**src/rtl/pipe_hazard_sched_if.sv**
```systemverilog
// Bus between the pipeline datapath and pipe_hazard_sched.
// The datapath drives the hazard inputs through the master modport, and the
// scheduler uses the slave modport. When HAZ_PERF_CNT_EN is defined, the
// interface also carries the two performance counters.
interface pipe_hazard_sched_if;
  // Decode-stage instruction attributes
  logic [4:0] D_rs;
  logic [4:0] D_rt;
  logic       D_uses_rs;
  logic       D_uses_rt;
  logic       D_uses_hilo;
  logic       D_is_md;
  // Execute-stage instruction attributes
  logic [4:0] X_rd;
  logic       X_is_load;
  logic       X_md_start;
  logic       X_md_div;
  logic       X_br_taken;
  // Memory-stage handshake
  logic       M_mem_req;
  logic       M_mem_ack;
  // Sequencing controls
  logic       stallIF;
  logic       stallD;
  logic       stallX;
  logic       stallM;
  logic       flushD;
  logic       flushX;
  logic       md_busy;
  logic       hilo_we;
  logic       proto_err;
`ifdef HAZ_PERF_CNT_EN
  logic [31:0] perf_stall_cyc;
  logic [31:0] perf_flush_cnt;

  modport master (
    output D_rs, D_rt, D_uses_rs, D_uses_rt, D_uses_hilo, D_is_md,
    output X_rd, X_is_load, X_md_start, X_md_div, X_br_taken,
    output M_mem_req, M_mem_ack,
    input  stallIF, stallD, stallX, stallM, flushD, flushX,
    input  md_busy, hilo_we, proto_err,
    input  perf_stall_cyc, perf_flush_cnt
  );

  modport slave (
    input  D_rs, D_rt, D_uses_rs, D_uses_rt, D_uses_hilo, D_is_md,
    input  X_rd, X_is_load, X_md_start, X_md_div, X_br_taken,
    input  M_mem_req, M_mem_ack,
    output stallIF, stallD, stallX, stallM, flushD, flushX,
    output md_busy, hilo_we, proto_err,
    output perf_stall_cyc, perf_flush_cnt
  );
`else
  modport master (
    output D_rs, D_rt, D_uses_rs, D_uses_rt, D_uses_hilo, D_is_md,
    output X_rd, X_is_load, X_md_start, X_md_div, X_br_taken,
    output M_mem_req, M_mem_ack,
    input  stallIF, stallD, stallX, stallM, flushD, flushX,
    input  md_busy, hilo_we, proto_err
  );

  modport slave (
    input  D_rs, D_rt, D_uses_rs, D_uses_rt, D_uses_hilo, D_is_md,
    input  X_rd, X_is_load, X_md_start, X_md_div, X_br_taken,
    input  M_mem_req, M_mem_ack,
    output stallIF, stallD, stallX, stallM, flushD, flushX,
    output md_busy, hilo_we, proto_err
  );
`endif
endinterface

```
**src/rtl/pipe_hazard_sched.sv**
```systemverilog
// pipe_hazard_sched: stall/flush sequencer for the 5-stage pipeline.
// It resolves the hazards that forwarding cannot handle: memory wait,
// taken-branch squash, load-use interlock, and MUL/DIV HI/LO occupancy.
// A registered FSM with a down-counter tracks when the MUL/DIV unit is busy.
// Optional build macro: HAZ_PERF_CNT_EN adds the stall-cycle and flush-count
// counters.
module pipe_hazard_sched #(
  parameter int unsigned MUL_LAT = 4,  // 2..63
  parameter int unsigned DIV_LAT = 32  // 2..63
) (
  input logic               clk,
  input logic               rst,
  pipe_hazard_sched_if.slave bus
);

  localparam int unsigned CntW = 6;
  // The start cycle counts as one cycle of the total latency.
  localparam logic [CntW-1:0] MulLoad = CntW'(MUL_LAT - 1);
  localparam logic [CntW-1:0] DivLoad = CntW'(DIV_LAT - 1);

  typedef enum logic [0:0] {MdIdle, MdBusy} md_state_e;

  md_state_e      r_state_q, w_state_d;
  logic [CntW-1:0] r_cnt_q, w_cnt_d;
  logic           r_hilo_we_q, w_hilo_we_d;
  logic           r_proto_err_q, w_proto_err_d;

  logic w_md_busy;
  logic w_memwait;
  logic w_br;
  logic w_rs_hit;
  logic w_rt_hit;
  logic w_loaduse;
  logic w_mdhaz;

  logic w_stall_if;
  logic w_stall_d;
  logic w_stall_x;
  logic w_stall_m;
  logic w_flush_d;
  logic w_flush_x;

  // MUL/DIV state register; reset abandons any operation in flight
  always_ff @(posedge clk or posedge rst) begin
    if (rst) begin
      r_state_q     <= MdIdle;
      r_cnt_q       <= '0;
      r_hilo_we_q   <= 1'b0;
      r_proto_err_q <= 1'b0;
    end else begin
      r_state_q     <= w_state_d;
      r_cnt_q       <= w_cnt_d;
      r_hilo_we_q   <= w_hilo_we_d;
      r_proto_err_q <= w_proto_err_d;
    end
  end

  // MUL/DIV next state: the counter keeps running through memory stalls
  always_comb begin
    w_state_d     = r_state_q;
    w_cnt_d       = r_cnt_q;
    w_hilo_we_d   = 1'b0;
    w_proto_err_d = r_proto_err_q;
    case (r_state_q)
      MdIdle: begin
        if (bus.X_md_start) begin
          w_state_d = MdBusy;
          w_cnt_d   = bus.X_md_div ? DivLoad : MulLoad;
        end
      end
      MdBusy: begin
        w_cnt_d = r_cnt_q - CntW'(1);
        if (r_cnt_q == CntW'(1)) begin
          w_state_d   = MdIdle;
          w_hilo_we_d = 1'b1;
        end
        // A second start while busy is dropped and flagged until reset.
        if (bus.X_md_start) begin
          w_proto_err_d = 1'b1;
        end
      end
      default: begin
        w_state_d = MdIdle;
        w_cnt_d   = '0;
      end
    endcase
  end

  // Raw hazard terms
  always_comb begin
    w_md_busy = (r_state_q == MdBusy);
    w_memwait = bus.M_mem_req & ~bus.M_mem_ack;
    w_br      = bus.X_br_taken;
    w_rs_hit  = bus.D_uses_rs & (bus.D_rs == bus.X_rd);
    w_rt_hit  = bus.D_uses_rt & (bus.D_rt == bus.X_rd);
    // r0 is hardwired zero, so writing it creates no dependency.
    w_loaduse = bus.X_is_load & (bus.X_rd != 5'd0) & (w_rs_hit | w_rt_hit);
    w_mdhaz   = w_md_busy & (bus.D_uses_hilo | bus.D_is_md);
  end

  // Resolve hazards in priority order: memwait, branch, then interlocks
  always_comb begin
    w_stall_if = 1'b0;
    w_stall_d  = 1'b0;
    w_stall_x  = 1'b0;
    w_stall_m  = 1'b0;
    w_flush_d  = 1'b0;
    w_flush_x  = 1'b0;
    if (!rst) begin
      if (w_memwait) begin
        // The whole pipe freezes. A taken branch stays in X and squashes
        // after the freeze is released.
        w_stall_if = 1'b1;
        w_stall_d  = 1'b1;
        w_stall_x  = 1'b1;
        w_stall_m  = 1'b1;
      end else if (w_br) begin
        // The D instruction is squashed, so its interlocks do not matter.
        w_flush_d = 1'b1;
      end else if (w_loaduse | w_mdhaz) begin
        w_stall_if = 1'b1;
        w_stall_d  = 1'b1;
        w_flush_x  = 1'b1;
      end
    end
  end

  assign bus.stallIF   = w_stall_if;
  assign bus.stallD    = w_stall_d;
  assign bus.stallX    = w_stall_x;
  assign bus.stallM    = w_stall_m;
  assign bus.flushD    = w_flush_d;
  assign bus.flushX    = w_flush_x;
  assign bus.md_busy   = w_md_busy;
  assign bus.hilo_we   = r_hilo_we_q;
  assign bus.proto_err = r_proto_err_q;

`ifdef HAZ_PERF_CNT_EN
  logic [31:0] r_perf_stall_q;
  logic [31:0] r_perf_flush_q;

  // Free-running performance counters; both wrap at 2^32
  always_ff @(posedge clk or posedge rst) begin
    if (rst) begin
      r_perf_stall_q <= '0;
      r_perf_flush_q <= '0;
    end else begin
      if (w_stall_if) begin
        r_perf_stall_q <= r_perf_stall_q + 32'd1;
      end
      if (w_flush_d | w_flush_x) begin
        r_perf_flush_q <= r_perf_flush_q + 32'd1;
      end
    end
  end

  assign bus.perf_stall_cyc = r_perf_stall_q;
  assign bus.perf_flush_cnt = r_perf_flush_q;
`endif

endmodule

```
**src/flat_wrapper.sv**
```systemverilog
// flat-port wrapper written by rule: the top's interface ports become plain ports
module pipe_hazard_sched_flat 
#(
  parameter int unsigned MUL_LAT = 4,          
  parameter int unsigned DIV_LAT = 32          
)
  (clk, rst, bus_D_rs, bus_D_rt, bus_D_uses_rs, bus_D_uses_rt, bus_D_uses_hilo, bus_D_is_md, bus_X_rd, bus_X_is_load, bus_X_md_start, bus_X_md_div, bus_X_br_taken, bus_M_mem_req, bus_M_mem_ack, bus_stallIF, bus_stallD, bus_stallX, bus_stallM, bus_flushD, bus_flushX, bus_md_busy, bus_hilo_we, bus_proto_err);
  pipe_hazard_sched_if bus_i ();
  input logic clk;
  input logic rst;
  input wire logic [$bits(bus_i.D_rs)-1:0] bus_D_rs;
  input wire logic [$bits(bus_i.D_rt)-1:0] bus_D_rt;
  input wire logic [$bits(bus_i.D_uses_rs)-1:0] bus_D_uses_rs;
  input wire logic [$bits(bus_i.D_uses_rt)-1:0] bus_D_uses_rt;
  input wire logic [$bits(bus_i.D_uses_hilo)-1:0] bus_D_uses_hilo;
  input wire logic [$bits(bus_i.D_is_md)-1:0] bus_D_is_md;
  input wire logic [$bits(bus_i.X_rd)-1:0] bus_X_rd;
  input wire logic [$bits(bus_i.X_is_load)-1:0] bus_X_is_load;
  input wire logic [$bits(bus_i.X_md_start)-1:0] bus_X_md_start;
  input wire logic [$bits(bus_i.X_md_div)-1:0] bus_X_md_div;
  input wire logic [$bits(bus_i.X_br_taken)-1:0] bus_X_br_taken;
  input wire logic [$bits(bus_i.M_mem_req)-1:0] bus_M_mem_req;
  input wire logic [$bits(bus_i.M_mem_ack)-1:0] bus_M_mem_ack;
  output wire logic [$bits(bus_i.stallIF)-1:0] bus_stallIF;
  output wire logic [$bits(bus_i.stallD)-1:0] bus_stallD;
  output wire logic [$bits(bus_i.stallX)-1:0] bus_stallX;
  output wire logic [$bits(bus_i.stallM)-1:0] bus_stallM;
  output wire logic [$bits(bus_i.flushD)-1:0] bus_flushD;
  output wire logic [$bits(bus_i.flushX)-1:0] bus_flushX;
  output wire logic [$bits(bus_i.md_busy)-1:0] bus_md_busy;
  output wire logic [$bits(bus_i.hilo_we)-1:0] bus_hilo_we;
  output wire logic [$bits(bus_i.proto_err)-1:0] bus_proto_err;
  assign bus_i.D_rs = bus_D_rs;
  assign bus_i.D_rt = bus_D_rt;
  assign bus_i.D_uses_rs = bus_D_uses_rs;
  assign bus_i.D_uses_rt = bus_D_uses_rt;
  assign bus_i.D_uses_hilo = bus_D_uses_hilo;
  assign bus_i.D_is_md = bus_D_is_md;
  assign bus_i.X_rd = bus_X_rd;
  assign bus_i.X_is_load = bus_X_is_load;
  assign bus_i.X_md_start = bus_X_md_start;
  assign bus_i.X_md_div = bus_X_md_div;
  assign bus_i.X_br_taken = bus_X_br_taken;
  assign bus_i.M_mem_req = bus_M_mem_req;
  assign bus_i.M_mem_ack = bus_M_mem_ack;
  assign bus_stallIF = bus_i.stallIF;
  assign bus_stallD = bus_i.stallD;
  assign bus_stallX = bus_i.stallX;
  assign bus_stallM = bus_i.stallM;
  assign bus_flushD = bus_i.flushD;
  assign bus_flushX = bus_i.flushX;
  assign bus_md_busy = bus_i.md_busy;
  assign bus_hilo_we = bus_i.hilo_we;
  assign bus_proto_err = bus_i.proto_err;
  pipe_hazard_sched #(.MUL_LAT(MUL_LAT), .DIV_LAT(DIV_LAT)) u_core (.clk(clk), .rst(rst), .bus(bus_i));
endmodule
```
**config.mk**
```make
export PLATFORM = sky130hd
export DESIGN_NAME = pipe_hazard_sched_flat
export DESIGN_NICKNAME = d
export VERILOG_FILES = /design/src/rtl/pipe_hazard_sched_if.sv /design/src/rtl/pipe_hazard_sched.sv /design/src/flat_wrapper.sv
export SDC_FILE = /design/constraint.sdc
export NUM_CORES = 1
export LEC_CHECK = 0
export BUFFER_PORTS_ARGS = -buffer_cell sky130_fd_sc_hd__buf_2
export CAP_MARGIN = 15
export CORE_MARGIN = 2
export CORE_UTILIZATION = 30
export CTS_CLUSTER_DIAMETER = 80
export DETAILED_ROUTE_END_ITERATION = 10
export PLACE_DENSITY_LB_ADDON = 0.12
export SLEW_MARGIN = 20
export SYNTH_ARGS = -nofsm -noshare
export SYNTH_HDL_FRONTEND = slang
export SYNTH_SLANG_ARGS = --single-unit
```
**constraint.sdc**
```tcl
create_clock -name clk -period 1.6 [get_ports clk]
set_clock_uncertainty 0.05 [all_clocks]
set_input_delay 0.32 -clock clk [delete_from_list [all_inputs] [get_ports clk]]
set_output_delay 0.32 -clock clk [all_outputs]
set_load 0.02 [all_outputs]
```
==> results.tsv, run 1 <==
metric	value	unit
max_freq	560.0	MHz
routed-wl-met2	763	um
p_per_area	983.6	mW/mm2
finalSetupTns	-0.5508	ns
synthTopCellsByArea	dfrtp_1 35%, xor2_1 11%, a21oi_1 4.6%	
setup_viol	3	
critPathLaunchType	input port	
finalCritPeriodShare	1.116	
switching_share	0.3526	
first_iter_violations	2	
core-area	0.002002	mm2
first_pass_iters	4	
violations	negative setup slack	
switchingPower	0.3559	mW
syn_area	649.4	um2
intPower	0.6533	mW
dr_wl_met3	96	um
status	finished with violations	
multi_input_area	434.2	um2
globalplace.congestion	0.7133	
path_max_fanout	3	
clkLatencyLatePin	0.26	ns
dpl.hpwl	1.201	mm
crit-reg2reg-capture	u_core.r_cnt_q[5]	
ys_types	28	
ant_nets	0	
reg2reg_depth	4	
antenna_found_initial	0	
final_area	0.001026	mm2
synth_top_area_frac	0.3468	
required	1.23	ns
combPwrFrac	0.468	
start_util	0.3244	
p_leak	0.4688	nW
overflow	0	
via_per_inst	4.639	
cts_root_buffer	clkbuf_4	
drive_gt1_frac	0.4957	
drv_cap	0	
synthCells	74	
regArea	226.5	um2
hp-class	input port to async pin	
rows	16	
postCtsHoldBufs	0	
timing.rr.start	u_core.r_cnt_q[1]	
routedWlPerCell	10.63	um
ys.flop_type	dfrtp_1	
dp_slack	-0.2719	ns
cts_tree	yes	
boundaryPins	36	
cts.path.max_buffers	2	
cp-startpoint	bus_X_rd[4]	
max-slew-margin-rel	0.7355	
reg2reg_slack	0.08	ns
synth_edf_count	0	
hold_viol_final	0	
synth_seq_area_share	0.3468	
drc	0	
grt_max_degree	17	
fin_ws	-0.1858	ns
ys_seq_elements	9	
endpoint_kind	output pin	
yosysWarningCount	0	
antenna_cells	0	
async_reset_ff_frac	1.000	
die_area	0.002553	mm2
wirelength_met1	648	um
period_needed	1.786	ns
criticalPathCategory	input port to output pin	
fill_cells	203	
die_width	50.53	um
syn_avg_cell_area	8.775	um2
dr.max_layer_used	met4	
cts_buffers	3	
grt_pass1_vias	605	
vias	668	
cts_htree_levels	1	
tightest_slew	0.3959	ns
grt_pass1_wl	2.380	mm
yosysMostFrequentCell	dfrtp_1	
io_buffers	35	
peakVddDrop	0.7735	mV
clkTransAtPathRegs	0.06	ns
drv_slew	0	
totalWireLength	1.531	mm
clockPowerShare	0.171	
seqPwrFrac	0.362	
grt_usage	0.1226	
syn_to_final_growth	58.00	%
cts_sinks	9	
critPathArrivalTime	1.42	ns
synth_largest_area_cell	dfrtp_1	
nets	147	
rsz0062_at_grt	yes	
placed_area	902.1	um2
synth_nets	103	
synth_common_cells	9 x dfrtp_1, 8 x xor2_1, 6 x a21oi_1, 5 x inv_1, 5 x nor2_1	
dieHeight	50.53	um
critPathCapture	bus_stallIF	
-- worst max-delay path: stages --
cell and delay (ns):
buf_6 0.10, or4_4 0.52, o21ai_2 0.13, or3_4 0.14, o21ai_4 0.06, buf_6 0.14
-- state kept, by name, summed over array words and instances (netlist names) --
register              cells
u_core.bus.md_busy        1
u_core.r_cnt_q            6
u_core.bus.hilo_we        1
u_core.bus.proto_err      1
-- final cells by class --
class / instances / share of cell area
inverter: 5 / 0.01829
tap: 27 / 0.03293
timing repair buffer: 42 / 0.2793
sequential: 9 / 0.2207
multi-input combinational: 57 / 0.4232
clock buffer: 4 / 0.02561
-- kinds of logic (layout without fill, tap and decap cells) --
logic type / after synthesis / count (layout) / synth area share
flops: 9 / 9 / 0.3468
xor+xnor: 10 / 10 / 0.1349
fa+ha+maj: 2 / 2 / 0.03853
compound gates: 17 / 17 / 0.1580
simple gates: 28 / 28 / 0.2524
buf+inv: 8 / 51 / 0.06936
-- per-stage QoR --
| step | instances | utilization | power (mW) | hold slack, ns |
|---|---|---|---|---|
| floorplan | 74 | - | 0.6649 | 0.1029 |
| CTS | 144 | 0.4888 | 1.011 | 0.1388 |
| global placement | 140 | 0.4506 | 0.8056 | 0.3871 |
| detailed placement | 140 | 0.4506 | 0.8168 | 0.3974 |
| global route | 144 | 0.5125 | 1.105 | 0.1603 |
| finish | 144 | 0.5125 | 1.009 | 0.1420 |
-- routing by layer --
metal,vias to the layer above,GRT usage
met1,298,0.1367
met4,0,0.04505
met2,20,0.2105
li1,346,-
met5,-,0
met3,4,0.04762
-- power groups by stage --
stage | clock network [mW] | logic, mW | registers, mW
after floorplan | 0 | 0.286 | 0.378
after global placement | 0 | 0.438 | 0.367
after detailed placement | 0 | 0.446 | 0.370
after CTS | 0.183 | 0.463 | 0.365
after global routing | 0.196 | 0.533 | 0.376
final | 0.172 | 0.472 | 0.365
-- cells in the final DEF, fill, tap and decap left out, types with 3 or more instances in the layout --
cell type and count:
dfrtp_1 8, buf_2 25, inv_1 5, nand2_1 3
a21oi_1 5, xor2_1 7, nor2_1 5, nor3_1 4
clkbuf_4 3, buf_4 8, buf_6 9
-- timing repair --
item | CTS | global route
buffers inserted | 0 | 0
gates cloned | 0 | 0
pin swaps | 8 | 6
endpoints found under the setup margin | 3 | 4
resized for setup | 13 | 9
-- worst min-delay path by stage --
| stage | startpoint | to |
|---|---|---|
| final | rst | u_core.r_cnt_q[3] |
| after global routing | rst | u_core.r_cnt_q[3] |
| after CTS | rst | u_core.r_cnt_q[3] |
| after detailed placement | u_core.bus.proto_err | u_core.bus.proto_err |
| after global placement | u_core.bus.proto_err | u_core.bus.proto_err |
| after floorplan | rst | u_core.bus.hilo_we |
Note: power is estimated with default switching activity, not from simulation.
==> run 2: changes to the inputs <==
- clock period: 1.6 -> 1.85 ns (I/O delays scaled with it)
==> run 2 against run 1 <==
Compared with the run above:
- the run still ends with negative setup slack left
- clock-buffer cell count unchanged
- combinational power down 26%
- first-iteration DRC count rose to 3.0 times the previous value
- hold slack worse by 0.068 ns
- highest routed layer unchanged
==> results.tsv, run 2 (synthesized netlist as in run 1, its figures left out) <==
metric	value	unit	change
status	finished with violations		
violations	negative setup slack		
stdcell_count	141		-2.1%
path_buf_inv	2		unchanged
dp_slack	-0.1002	ns	+0.1717 ns
totalWireLength	1.520	mm	-0.72%
use_met2	0.2149		+0.004386
endpoint_kind	output pin		
hp-class	input port to async pin		
io_buffers	35		unchanged
required	1.43	ns	+0.20 ns
via_per_inst	4.681		+0.90%
clkLatencyLatePin	0.26	ns	about the same
use_met3	0.02679		-0.02083
place_inst	136		-2.9%
rows	16		unchanged
cts_htree_levels	1		unchanged
drv_cap	0		unchanged
top_register	u_core.r_cnt_q		
nets	144		-2.0%
boundaryPins	36		unchanged
cts_tree	yes		
start_util	0.3244		unchanged
p_per_area	861.6	mW/mm2	-12%
globalplace.congestion	0.7963		+12%
max_freq	531.5	MHz	
die_area	0.002553	mm2	unchanged
drv_slew	0		unchanged
fin_ws	-0.03163	ns	+0.1542 ns
syn_to_final_growth	50.29	%	
grt_use_met1	0.1701		+0.03339
grt_pass1_wl	2.573	mm	+8.1%
antenna_found_initial	0		unchanged
critPathArrivalTime	1.46	ns	+0.04 ns
setup_viol	3		unchanged
critPathLaunchType	input port		
routedWlPerCell	10.78	um	+1.4%
clkTransAtPathRegs	0.07	ns	about the same
placed_area	858.3	um2	-4.9%
busiest_layer	met2		
max-slew-margin-rel	0.7589		+0.02345
p_leak	0.4486	nW	-4.3%
cts_buffers	3		unchanged
post-route-util	0.4875		-0.02500
peakVddDrop	0.4609	mV	-40%
core-area	0.002002	mm2	unchanged
crit_family	simple AND/OR/NAND/NOR gates		
rsz0062_at_grt	yes		
criticalPathCategory	input port to output pin		
grt_pass1_vias	588		-2.8%
dpl.hpwl	1.195	mm	-0.56%
antenna_cells	0		unchanged
vias	660		-1.2%
ant_nets	0		unchanged
crit_path_cell_trace	buf_8 > or4_4 > o21ai_2 > or4_1 > o21ai_1 > buf_4		
final_area	975.9	um2	-4.9%
critPathSlowestCell	or4_4		
overflow	0		unchanged
tightest_slew	0.3608	ns	-0.03510 ns
die_width	50.53	um	unchanged
grt_usage	0.1376		+0.01501
hold_viol_final	0		unchanged
cts.path.max_buffers	2		unchanged
cts_root_buffer	clkbuf_4		
max_stage_delay	0.52	ns	about the same
cts_sinks	9		unchanged
grt_max_degree	17		unchanged
first_pass_iters	4		unchanged
drive_gt1_frac	0.4649		-0.03081
drc	0		unchanged
dieHeight	50.53	um	unchanged
mostFrequentLayoutCell	buf_2		
final_cell_mix	28 x buf_2, 9 x dfrtp_1, 7 x xor2_1, 6 x a21oi_1		
first_iter_violations	6		+4
finalCritPeriodShare	1.017		
period_needed	1.882	ns	
largest_reg_flops	6		unchanged
path_max_fanout	3		unchanged
==> run 2: worst reg2reg max path: stages, from the launching register on <==
cell and delay, ns:
dfrtp_1 0.40, or3_4 0.40, or3_1 0.33, a21oi_1 0.16, o22ai_1 0.08
==> run 2: area by class of cell <==
type | count | area (um2)
clock buffer | 4 | 26.28
inverter | 5 | 18.77
timing repair buffer | 39 | 249.0
multi-input combinational | 57 | 422.9
sequential | 9 | 225.2
tap | 27 | 33.78
fill | 202 | 1026
==> run 2: per-stage QoR <==
stage               hold WS [ns]   TNS, ns  power [mW]
floorplan                 0.1530         0      0.5697
global placement          0.3555   -0.2320      0.6591
detailed placement        0.3588   -0.2834      0.6671
CTS                      0.07496   -0.2290      0.8407
global route             0.08538   -0.3034      0.9257
finish                   0.07389  -0.09309      0.8409
==> run 2: final timing paths <==
path | start | endpoint | slack [ns] | cells after the start
max in group asynchronous | rst | u_core.r_cnt_q[2] | 1.54 | 3
min in group clk | bus_X_md_start | u_core.bus.proto_err | 0.34 | 2
max | bus_X_rd[4] | bus_flushX | -0.03 | 6
min reg2reg | u_core.bus.proto_err | u_core.bus.proto_err | 0.41 | 1
min | rst | u_core.r_cnt_q[1] | 0.07 | 3
max reg2reg | u_core.r_cnt_q[1] | u_core.r_cnt_q[5] | 0.31 | 4
==> run 2: report_power, final <==
part	switching (mW)	internal, mW	total [mW]
Clock	0.0758	0.0834	0.159
Sequential	0.0638	0.268	0.331
Combinational	0.170	0.180	0.350
==> run 2: what timing repair did <==
action / in CTS / in global routing
gates resized for setup: 10 / 10
pin swaps: 4 / 6
endpoints found under the setup margin: 3 / 3
setup buffers: 1 / 0
hold buffers: 0 / 0
hold endpoints to repair: 0 / 0
==> run 2: layer usage <==
metal	vias to the layer above	routed length, um
met5	-	0
met4	0	44
met3	4	79
met2	21	723
met1	297	672
li1	338	-
==> run 3: changes to the inputs <==
- SKIP_CTS_REPAIR_TIMING: default -> 1
==> run 3 against run 2 <==
Compared with the run above:
- the flow still finishes with violations (negative setup slack)
- sequential power hardly changed
- clock-buffer cell count stayed put
- routed wire length is 3.0% lower
- register-to-register slack hardly changed
- core utilization is 2.7 points lower
- largest power group unchanged
==> results.tsv, run 3 (synthesized netlist as in run 1, its figures left out) <==
metric	value	unit	change
status	finished with violations		
violations	negative setup slack		
endpoint_kind	output pin		
p_per_area	894.1	mW/mm2	+3.8%
routedWlPerCell	10.54	um	-2.3%
grt_max_degree	17		unchanged
grt_pass1_vias	590		+0.34%
drive_gt1_frac	0.4336		-0.03128
ant_nets	0		unchanged
overflow	0		unchanged
drc	0		unchanged
dpl.hpwl	1.195	mm	unchanged
cts_tree	yes		
antenna_found_initial	0		unchanged
drv_cap	0		unchanged
path_max_fanout	3		unchanged
cts_root_buffer	clkbuf_4		
drv_slew	0		unchanged
grt_usage	0.1364		-0.001257
period_needed	1.913	ns	+0.03170 ns
tightest_slew	0.3608	ns	+0.000001192 ns
start_util	0.3244		unchanged
setup_viol	3		unchanged
final_area	922.1	um2	-5.5%
critPathSlowestCell	or4_4		
max-slew-margin-rel	0.7589		about the same
cts_buffers	3		unchanged
vias	671		+1.7%
totalWireLength	1.475	mm	-3.0%
final_cell_mix	32 x buf_2, 9 x dfrtp_1, 8 x xor2_1, 6 x a21oi_1		
critPathLaunchType	input port		
stdcell_count	140		-0.71%
p_leak	0.4310	nW	-3.9%
peakVddDrop	0.4598	mV	-0.24%
cts_htree_levels	1		unchanged
max_freq	522.7	MHz	-1.7%
die_width	50.53	um	unchanged
clkLatencyLatePin	0.26	ns	about the same
hold_slack	0.07267	ns	-0.001220 ns
grt_pass1_wl	2.546	mm	-1.0%
syn_to_final_growth	42.00	%	
clkTransAtPathRegs	0.07	ns	about the same
criticalPathCategory	input port to output pin		
path_buf_inv	2		unchanged
first_pass_iters	4		unchanged
rsz0062_at_grt	yes		
die_area	0.002553	mm2	unchanged
mostFrequentLayoutCell	buf_2		
via_per_inst	4.793		+2.4%
required	1.43	ns	about the same
rows	16		unchanged
hold_viol_final	0		unchanged
dieHeight	50.53	um	unchanged
cts.path.max_buffers	2		unchanged
first_iter_violations	10		+4
place_inst	136		unchanged
globalplace.congestion	0.7963		unchanged
cp-startpoint	bus_X_rd[4]		
crit_path_cell_trace	buf_8 > or4_4 > o21ai_2 > or4_1 > o21ai_1 > buf_4		
fin_ws	-0.06332	ns	-0.03170 ns
cts_sinks	9		unchanged
boundaryPins	36		unchanged
finalCritPeriodShare	1.034		+0.01713
crit_family	simple AND/OR/NAND/NOR gates		
critPathArrivalTime	1.49	ns	+0.03 ns
fill_cells	213		+5.4%
placed_area	858.3	um2	unchanged
top_register	u_core.r_cnt_q		
timing.rr.start	u_core.r_cnt_q[1]		
core-area	0.002002	mm2	unchanged
io_buffers	35		unchanged
largest_reg_flops	6		unchanged
nets	143		-0.69%
hp-class	input port to async pin		
max_stage_delay	0.52	ns	about the same
antenna_cells	0		unchanged
[run 3: cell type report]
class / instances / area, um2 / area share
clock buffer: 4 / 26.28 / 0.02849
inverter: 5 / 18.77 / 0.02035
multi-input combinational: 57 / 401.6 / 0.4355
sequential: 9 / 225.2 / 0.2442
tap: 27 / 33.78 / 0.03664
timing repair buffer: 38 / 216.5 / 0.2347
[run 3: report_power, final]
group	leakage, nW	total [mW]	switching (mW)	internal [mW]
logic	0.316	0.335	0.165	0.170
registers	0.100	0.331	0.0630	0.268
clock network	0.0150	0.159	0.0754	0.0834
total	0.431	0.824	0.303	0.521
[run 3: path summary, 6_finish.rpt]
| check | endpoint | slack (ns) | cells after the start |
|---|---|---|---|
| max reg2reg | u_core.r_cnt_q[5] | 0.31 | 4 |
| min in group clk | u_core.bus.proto_err | 0.34 | 2 |
| max in group asynchronous | u_core.r_cnt_q[2] | 1.54 | 3 |
| min | u_core.r_cnt_q[1] | 0.07 | 3 |
| min reg2reg | u_core.bus.proto_err | 0.41 | 1 |
| max | bus_flushX | -0.06 | 6 |
[run 3: worst register-to-register path, delay by kind of cell, from the launching register on]
family	cells	cell delay (ns)
DFF	1	0.40
AOI/OAI and AO/OA	2	0.24
and+or+nand+nor	2	0.74
[run 3: metrics by stage]
stage	setup slack [ns]	TNS (ns)	power, mW	utilization
floorplan	0.02079	0	0.5697	-
global placement	-0.08123	-0.2320	0.6591	0.4288
detailed placement	-0.1002	-0.2834	0.6671	0.4288
CTS	-0.1030	-0.2917	0.8277	0.4419
global route	-0.1361	-0.4062	0.9100	0.4606
finish	-0.06332	-0.1882	0.8245	0.4606
[run 3: metal layers]
| metal | global-route usage | up-vias | part of all wire |
|---|---|---|---|
| met5 | 0 | - | 0 |
| met4 | 0.09459 | 0 | 0.028 |
| met3 | 0.02679 | 4 | 0.058 |
| met2 | 0.2149 | 28 | 0.47 |
| met1 | 0.1664 | 302 | 0.44 |
| li1 | - | 337 | - |
